## src/rtl/ibex_pkg.sv

```systemverilog
// Shared writeback-stage types: instruction class and writeback FSM encoding.
// Latency: n/a (types only).
// Backpressure: n/a (types only).
package ibex_pkg;

  // Class of the instruction handed from EX to WB.
  typedef enum logic [1:0] {
    WB_INSTR_LOAD  = 2'b00,
    WB_INSTR_STORE = 2'b01,
    WB_INSTR_OTHER = 2'b10
  } wb_instr_type_e;

  // Writeback entry state: empty, ALU-style result ready, or waiting on the LSU.
  typedef enum logic [1:0] {
    WB_IDLE     = 2'b00,
    WB_DONE     = 2'b01,
    WB_WAIT_LSU = 2'b10
  } wb_state_e;

endpackage

```

## src/rtl/ibex_wb_stage.sv

```systemverilog
// Writeback stage: single-entry holding register between EX and the register file.
// Latency: OTHER retires 1 cycle after transfer; LOAD/STORE retire in the LSU response cycle (>= 1 cycle).
// Backpressure: ready_wb_o drops only while a load/store waits for its LSU response.
//
// Ports:
//   clk_i, rst_ni                        clock, async active-low reset
//   en_wb_i / ready_wb_o                 EX->WB valid/ready handshake
//   instr_type_wb_i, rf_waddr_id_i,
//   rf_wdata_id_i, rf_we_id_i, pc_id_i   entry payload captured on transfer
//   lsu_resp_valid_i, lsu_resp_err_i,
//   rf_wdata_lsu_i                       LSU response for the held load/store
//   rf_waddr_wb_o, rf_wdata_wb_o,
//   rf_we_wb_o                           register-file write port
//   rf_wdata_fwd_wb_o, rf_write_wb_o     forwarding value / pending-write flag
//   outstanding_load_wb_o                load held awaiting response
//   instr_done_wb_o, pc_wb_o,
//   lsu_err_wb_o                         retire pulse, retiring PC, LSU error pulse
module ibex_wb_stage #(
  parameter bit WbFwdEn    = 1'b1,
  parameter bit SuppressX0 = 1'b1
) (
  input  logic        clk_i,
  input  logic        rst_ni,

  input  logic        en_wb_i,
  output logic        ready_wb_o,
  input  logic [1:0]  instr_type_wb_i,
  input  logic [4:0]  rf_waddr_id_i,
  input  logic [31:0] rf_wdata_id_i,
  input  logic        rf_we_id_i,
  input  logic [31:0] pc_id_i,

  input  logic        lsu_resp_valid_i,
  input  logic        lsu_resp_err_i,
  input  logic [31:0] rf_wdata_lsu_i,

  output logic [4:0]  rf_waddr_wb_o,
  output logic [31:0] rf_wdata_wb_o,
  output logic        rf_we_wb_o,

  output logic [31:0] rf_wdata_fwd_wb_o,
  output logic        rf_write_wb_o,

  output logic        outstanding_load_wb_o,

  output logic        instr_done_wb_o,
  output logic [31:0] pc_wb_o,
  output logic        lsu_err_wb_o
);

  import ibex_pkg::*;

  wb_state_e      state_q, state_d;
  wb_instr_type_e type_q;
  logic [4:0]     waddr_q;
  logic [31:0]    wdata_q;
  logic           we_q;
  logic [31:0]    pc_q;

  logic in_done, in_wait, lsu_done, xfer, addr_ok, is_load_q;

  assign in_done   = (state_q == WB_DONE);
  assign in_wait   = (state_q == WB_WAIT_LSU);
  assign is_load_q = (type_q == WB_INSTR_LOAD);

  // LSU responses only matter while a load/store is actually held.
  assign lsu_done  = in_wait & lsu_resp_valid_i;

  // A retiring entry frees the slot in the same cycle, so a new
  // instruction can be accepted with no bubble.
  assign ready_wb_o = ~in_wait | lsu_resp_valid_i;
  assign xfer       = en_wb_i & ready_wb_o;

  // Writes to x0 are architecturally discarded when suppression is on.
  assign addr_ok    = ~SuppressX0 | (waddr_q != 5'd0);

  always_comb begin
    state_d = state_q;
    if (xfer) begin
      state_d = (wb_instr_type_e'(instr_type_wb_i) == WB_INSTR_OTHER) ? WB_DONE : WB_WAIT_LSU;
    end else if (in_done || lsu_done) begin
      state_d = WB_IDLE;
    end
  end

  always_ff @(posedge clk_i or negedge rst_ni) begin
    if (!rst_ni) begin
      state_q <= WB_IDLE;
      type_q  <= WB_INSTR_LOAD;
      waddr_q <= 5'd0;
      wdata_q <= 32'd0;
      we_q    <= 1'b0;
      pc_q    <= 32'd0;
    end else begin
      state_q <= state_d;
      if (xfer) begin
        type_q  <= wb_instr_type_e'(instr_type_wb_i);
        waddr_q <= rf_waddr_id_i;
        wdata_q <= rf_wdata_id_i;
        we_q    <= rf_we_id_i;
        pc_q    <= pc_id_i;
      end
    end
  end

  // Register-file write path: purely combinational from state, entry and LSU response.
  assign instr_done_wb_o = in_done | lsu_done;
  assign lsu_err_wb_o    = lsu_done & lsu_resp_err_i;
  assign rf_we_wb_o      = addr_ok & we_q &
                           (in_done | (lsu_done & ~lsu_resp_err_i & is_load_q));
  assign rf_wdata_wb_o   = (in_wait & is_load_q) ? rf_wdata_lsu_i : wdata_q;
  assign rf_waddr_wb_o   = waddr_q;
  assign pc_wb_o         = pc_q;

  assign outstanding_load_wb_o = in_wait & is_load_q;

  // Forwarding view: the pending write is advertised for any occupied entry,
  // but the value is only meaningful once the result is already in hand (WB_DONE).
  assign rf_write_wb_o     = WbFwdEn ? ((state_q != WB_IDLE) & we_q & addr_ok) : 1'b0;
  assign rf_wdata_fwd_wb_o = WbFwdEn ? wdata_q : 32'd0;

endmodule

```

## config.mk

```make
export PLATFORM = sky130hd
export DESIGN_NAME = ibex_wb_stage
export DESIGN_NICKNAME = d
export VERILOG_FILES = /design/src/rtl/ibex_pkg.sv /design/src/rtl/ibex_wb_stage.sv
export SDC_FILE = /design/constraint.sdc
export NUM_CORES = 1
export LEC_CHECK = 0
export CORE_MARGIN = 1
export CORE_UTILIZATION = 36
export CTS_CLUSTER_SIZE = 24
export DETAILED_ROUTE_END_ITERATION = 6
export PLACE_DENSITY_LB_ADDON = 0.3
export SLEW_MARGIN = 20
export SYNTH_ARGS = -nofsm -noshare
export SYNTH_HDL_FRONTEND = slang
export SYNTH_SLANG_ARGS = --single-unit
```

## constraint.sdc

```tcl
create_clock -name clk_i -period 1.7 [get_ports clk_i]
set_input_delay 0.255 -clock clk_i [delete_from_list [all_inputs] [get_ports clk_i]]
set_output_delay 0.255 -clock clk_i [all_outputs]
set_load 0.1 [all_outputs]
```

==> results.txt <==
----------------------------------------------------
[Global route]
  Residual overflow from global routing ... 0
  First-pass GRT wire length ... 16640 um
  Vias in the first global route ... 3022
  Antenna violations before repair ... 0
  Maximum number of pins on one net before global-route repair ... 42
  Total routing usage reported by global routing ... 0.2302

[Pwr]
  Switching part of the total ... 0.4726
  Power density over the cells ... 1355 nW/um2
  Net load switching power ... 0.004963 W
  Internal cell power ... 0.005538 W
  Static power due to leakage ... 3.583 nW
  Power share of the combinational group ... 0.629
  Relative contribution of the clock network to total power ... 0.142
  Worst vdd ir ... 0.8682 mV
  Reg power frac ... 0.228

[Min path]
  Type of the worst min-delay path ... input port to asynchronous set/reset pin

[Route]
  Antenna Violating Nets Remaining ... 0
  Total DRC errors in the routed layout ... 36
  Routed vias/inst ... 5.024
  Vias after detailed routing ... 2899
  DR WL/cell ... 22.88 um
  Initial DRT Pass Iterations ... 6
  Initial detailed-routing violation count ... 100
  Final routed wirelength across all metal layers ... 13200 um

[Floorplan]
  Overall die width ... 97.65 um
  Placeable core area ... 8806 um2
  Die Area ... 9535 um2
  Std-Cell Rows ... 34
  Initial core utilization ... 0.3740
  Count of boundary I/O pins ... 216
  Die span in y ... 97.65 um

[Status]
  Violations in the final reports ... design-rule violations, negative setup slack
  Run status ... finished with violations

[Logic synthesis]
  Register area share after synthesis ... 0.5623
  Post-Synthesis Mean Instance Area ... 15.68 um2
  Number of flip-flops and latches in the synthesized netlist ... 74
  Count of warnings emitted by yosys ... 0
  Synthesized netlist cell count ... 210
  Synthesized net count ... 319
  Number of distinct library cell variants in the gate-level netlist after synthesis ... 20
  Area of the mapped netlist ... 3293 um2

[Setup path]
  Largest stage delay on the critical path ... 0.39 ns
  Kind of capture point of the worst setup path ... output pin
  RR Endpoint ... rf_wdata_fwd_wb_o[14]$_DFFE_PN0P_
  Kind of start point of the critical path ... flop
  Critical path data required time ... 1.44 ns
  Worst flop-to-flop path startpoint ... state_q[0]$_DFFE_PN0P_
  Cell repeated most along the worst path ... sky130_fd_sc_hd__buf_6
  Slack of the worst reg-to-reg path ... -0.21 ns
  Cell-by-cell trace of the critical path ... nand2b_4 -> nor3_4 -> buf_6 -> buf_6 -> buf_8 -> mux2_4 -> buf_12
  CP Data Arrival Time ... 1.92 ns
  Reg2Reg Depth ... 8
  Worst Path Max Fanout ... 5
  Kind of critical path ... flop to output pin
  Slowest library cell on the worst path ... sky130_fd_sc_hd__dfrtp_1
  Start point of the critical path ... state_q[0]$_DFFE_PN0P_

[STA]
  Share of the clock period used by the worst path after layout ... 1.282
  Actual transition at the worst max-transition pin ... 0.5452 ns
  Final critical-path required period ... 2.179 ns
  Highest clock rate ... 458.9 MHz
  Worst Hold Margin ... 0.4285 ns
  Final critical-path setup slack ... -0.4791 ns
  Slew headroom ... 0.6365
  Setup repair after global routing missed its margin ... true
  Final Slew Violations ... 0
  Final Skew ... 0.009923 ns
  Sum of negative setup slack ... -28.14 ns
  Final hold violation count ... 0
  Setup-violating endpoint count in the final report ... 110

[Clock tree]
  Clock tree from TritonCTS ... built
  Num CTS Buffers ... 9
  Maximum clock insertion buffer count ... 2
  TritonCTS Sinks ... 74
  Clock-pin slew reported for the worst setup and hold paths after clock tree synthesis ... 0.08 ns
  Level count of the clock H-tree ... 3
  Root buf cell ... sky130_fd_sc_hd__clkbuf_8
  Clock network latency to the later pin of the worst-skew pair ... 0.34 ns

[Final layout]
  Leading cell type in the layout, fill and taps excluded ... sky130_fd_sc_hd__buf_12
  Share of final-layout standard cells stronger than drive strength 1 ... 0.6034
  Non-Filler Instances ... 577
  Final core utilization ... 0.8802
  Post-layout instance area ... 7751 um2
  Most frequent cells in the layout ... 114 x sky130_fd_sc_hd__buf_12, 107 x sky130_fd_sc_hd__clkdlybuf4s50_1, 104 x sky130_fd_sc_hd__mux2_4, 66 x sky130_fd_sc_hd__dfrtp_1, 15 x sky130_fd_sc_hd__buf_4
  Final net count ... 573
  Antenna Cells ... 0
  Relative area change from synthesis to final layout ... 135.4%

[Flow run]
  Max-cap violations ... 0

[Place]
  Dpl cell area ... 6875 um2
  Detailed placement HPWL ... 8236 um
  Cell Count Post-Placement ... 539
  Port Buffer Count ... 215
  Global placement routability congestion ... 0.7524

----------------------------------------------------
## cell families after synthesis
family	after synthesis	synth area share
buffers and inverters	10	0.03420
and+or+nand+nor	15	0.03040
AOI/OAI and AO/OA	6	0.01444
muxes	105	0.3587
DFF	74	0.5623
## stage by stage
stage | setup WS (ns) | total power (W)
after floorplan | -0.1353 | 0.006081
after global placement | -0.02433 | 0.008488
after detailed placement | -0.05798 | 0.008580
after CTS | -0.4095 | 0.01013
after global routing | -0.5458 | 0.01076
final | -0.4791 | 0.01050
## worst max-delay path by stage
| stage | to | slack (ns) | depth (start not counted) |
|---|---|---|---|
| floorplan | rf_wdata_wb_o[15] | -0.14 | 4 |
| global placement | rf_wdata_wb_o[31] | -0.02 | 5 |
| detailed placement | pc_wb_o[5]$_DFFE_PN0P_ | -0.06 | 4 |
| CTS | rf_wdata_wb_o[9] | -0.41 | 7 |
| global route | rf_wdata_wb_o[9] | -0.55 | 7 |
| finish | rf_wdata_wb_o[9] | -0.48 | 7 |
## worst max-delay path, delay by kind of cell, from the launching register on
kind	cells	cell delay (ns)
and+or+nand+nor	2	0.32
muxes	1	0.32
buffers and inverters	4	0.55
DFF	1	0.39
## sequential cells by signal (all words and copies together) (netlist names)
signal             flops
pc_wb_o               32
state_q                2
rf_waddr_wb_o          5
we_q                   1
rf_wdata_fwd_wb_o     32
type_q                 2
## routing by layer
layer	share of wire	track usage	wire, um
met3	0.080	0.07914	1057
met5	0	0	0
met2	0.54	0.4277	7108
met1	0.37	0.2389	4869
met4	0.012	0.08042	165
## final cells by class
cell class                 count  area (um2)
sequential                    74        1864
timing repair buffer         253        3766
fill                         337        1055
multi-input combinational    126        1775
clock buffer                  10       127.6
clock inverter                 6       82.58
tap                          108       135.1
## timing repair
action,4_1_cts,5_1_grt
endpoints found under the setup margin,38,99
pin swaps,3,2
resized for setup,16,85
gates cloned,1,8
setup buffers,9,6
hold buffers,1,0
hold endpoints to repair,40,0
## power by group through the flow
stage | combinational (W) | sequential, W | clock, W
floorplan | 0.00196 | 0.00412 | 0
global placement | 0.00610 | 0.00239 | 0
detailed placement | 0.00617 | 0.00241 | 0
CTS | 0.00626 | 0.00237 | 0.00149
global route | 0.00674 | 0.00243 | 0.00159
finish | 0.00661 | 0.00240 | 0.00149
## cell usage after synthesis, drive strengths merged
cell	number	area, um2
a21oi	2	10.01
nand3	1	5.000
nand2	2	7.510
a22oi	1	7.510
nor2	2	7.510
dfrtp	74	1852
or4	1	7.510
mux2	104	1171
nand2b	5	38.78
a22o	1	8.760
and3	1	6.260
nor3	2	21.27
buf	10	112.6
o21ai	2	21.27
mux2i	1	10.01
nor2b	1	6.260
No activity file was read; power rests on OpenSTA's default activity.
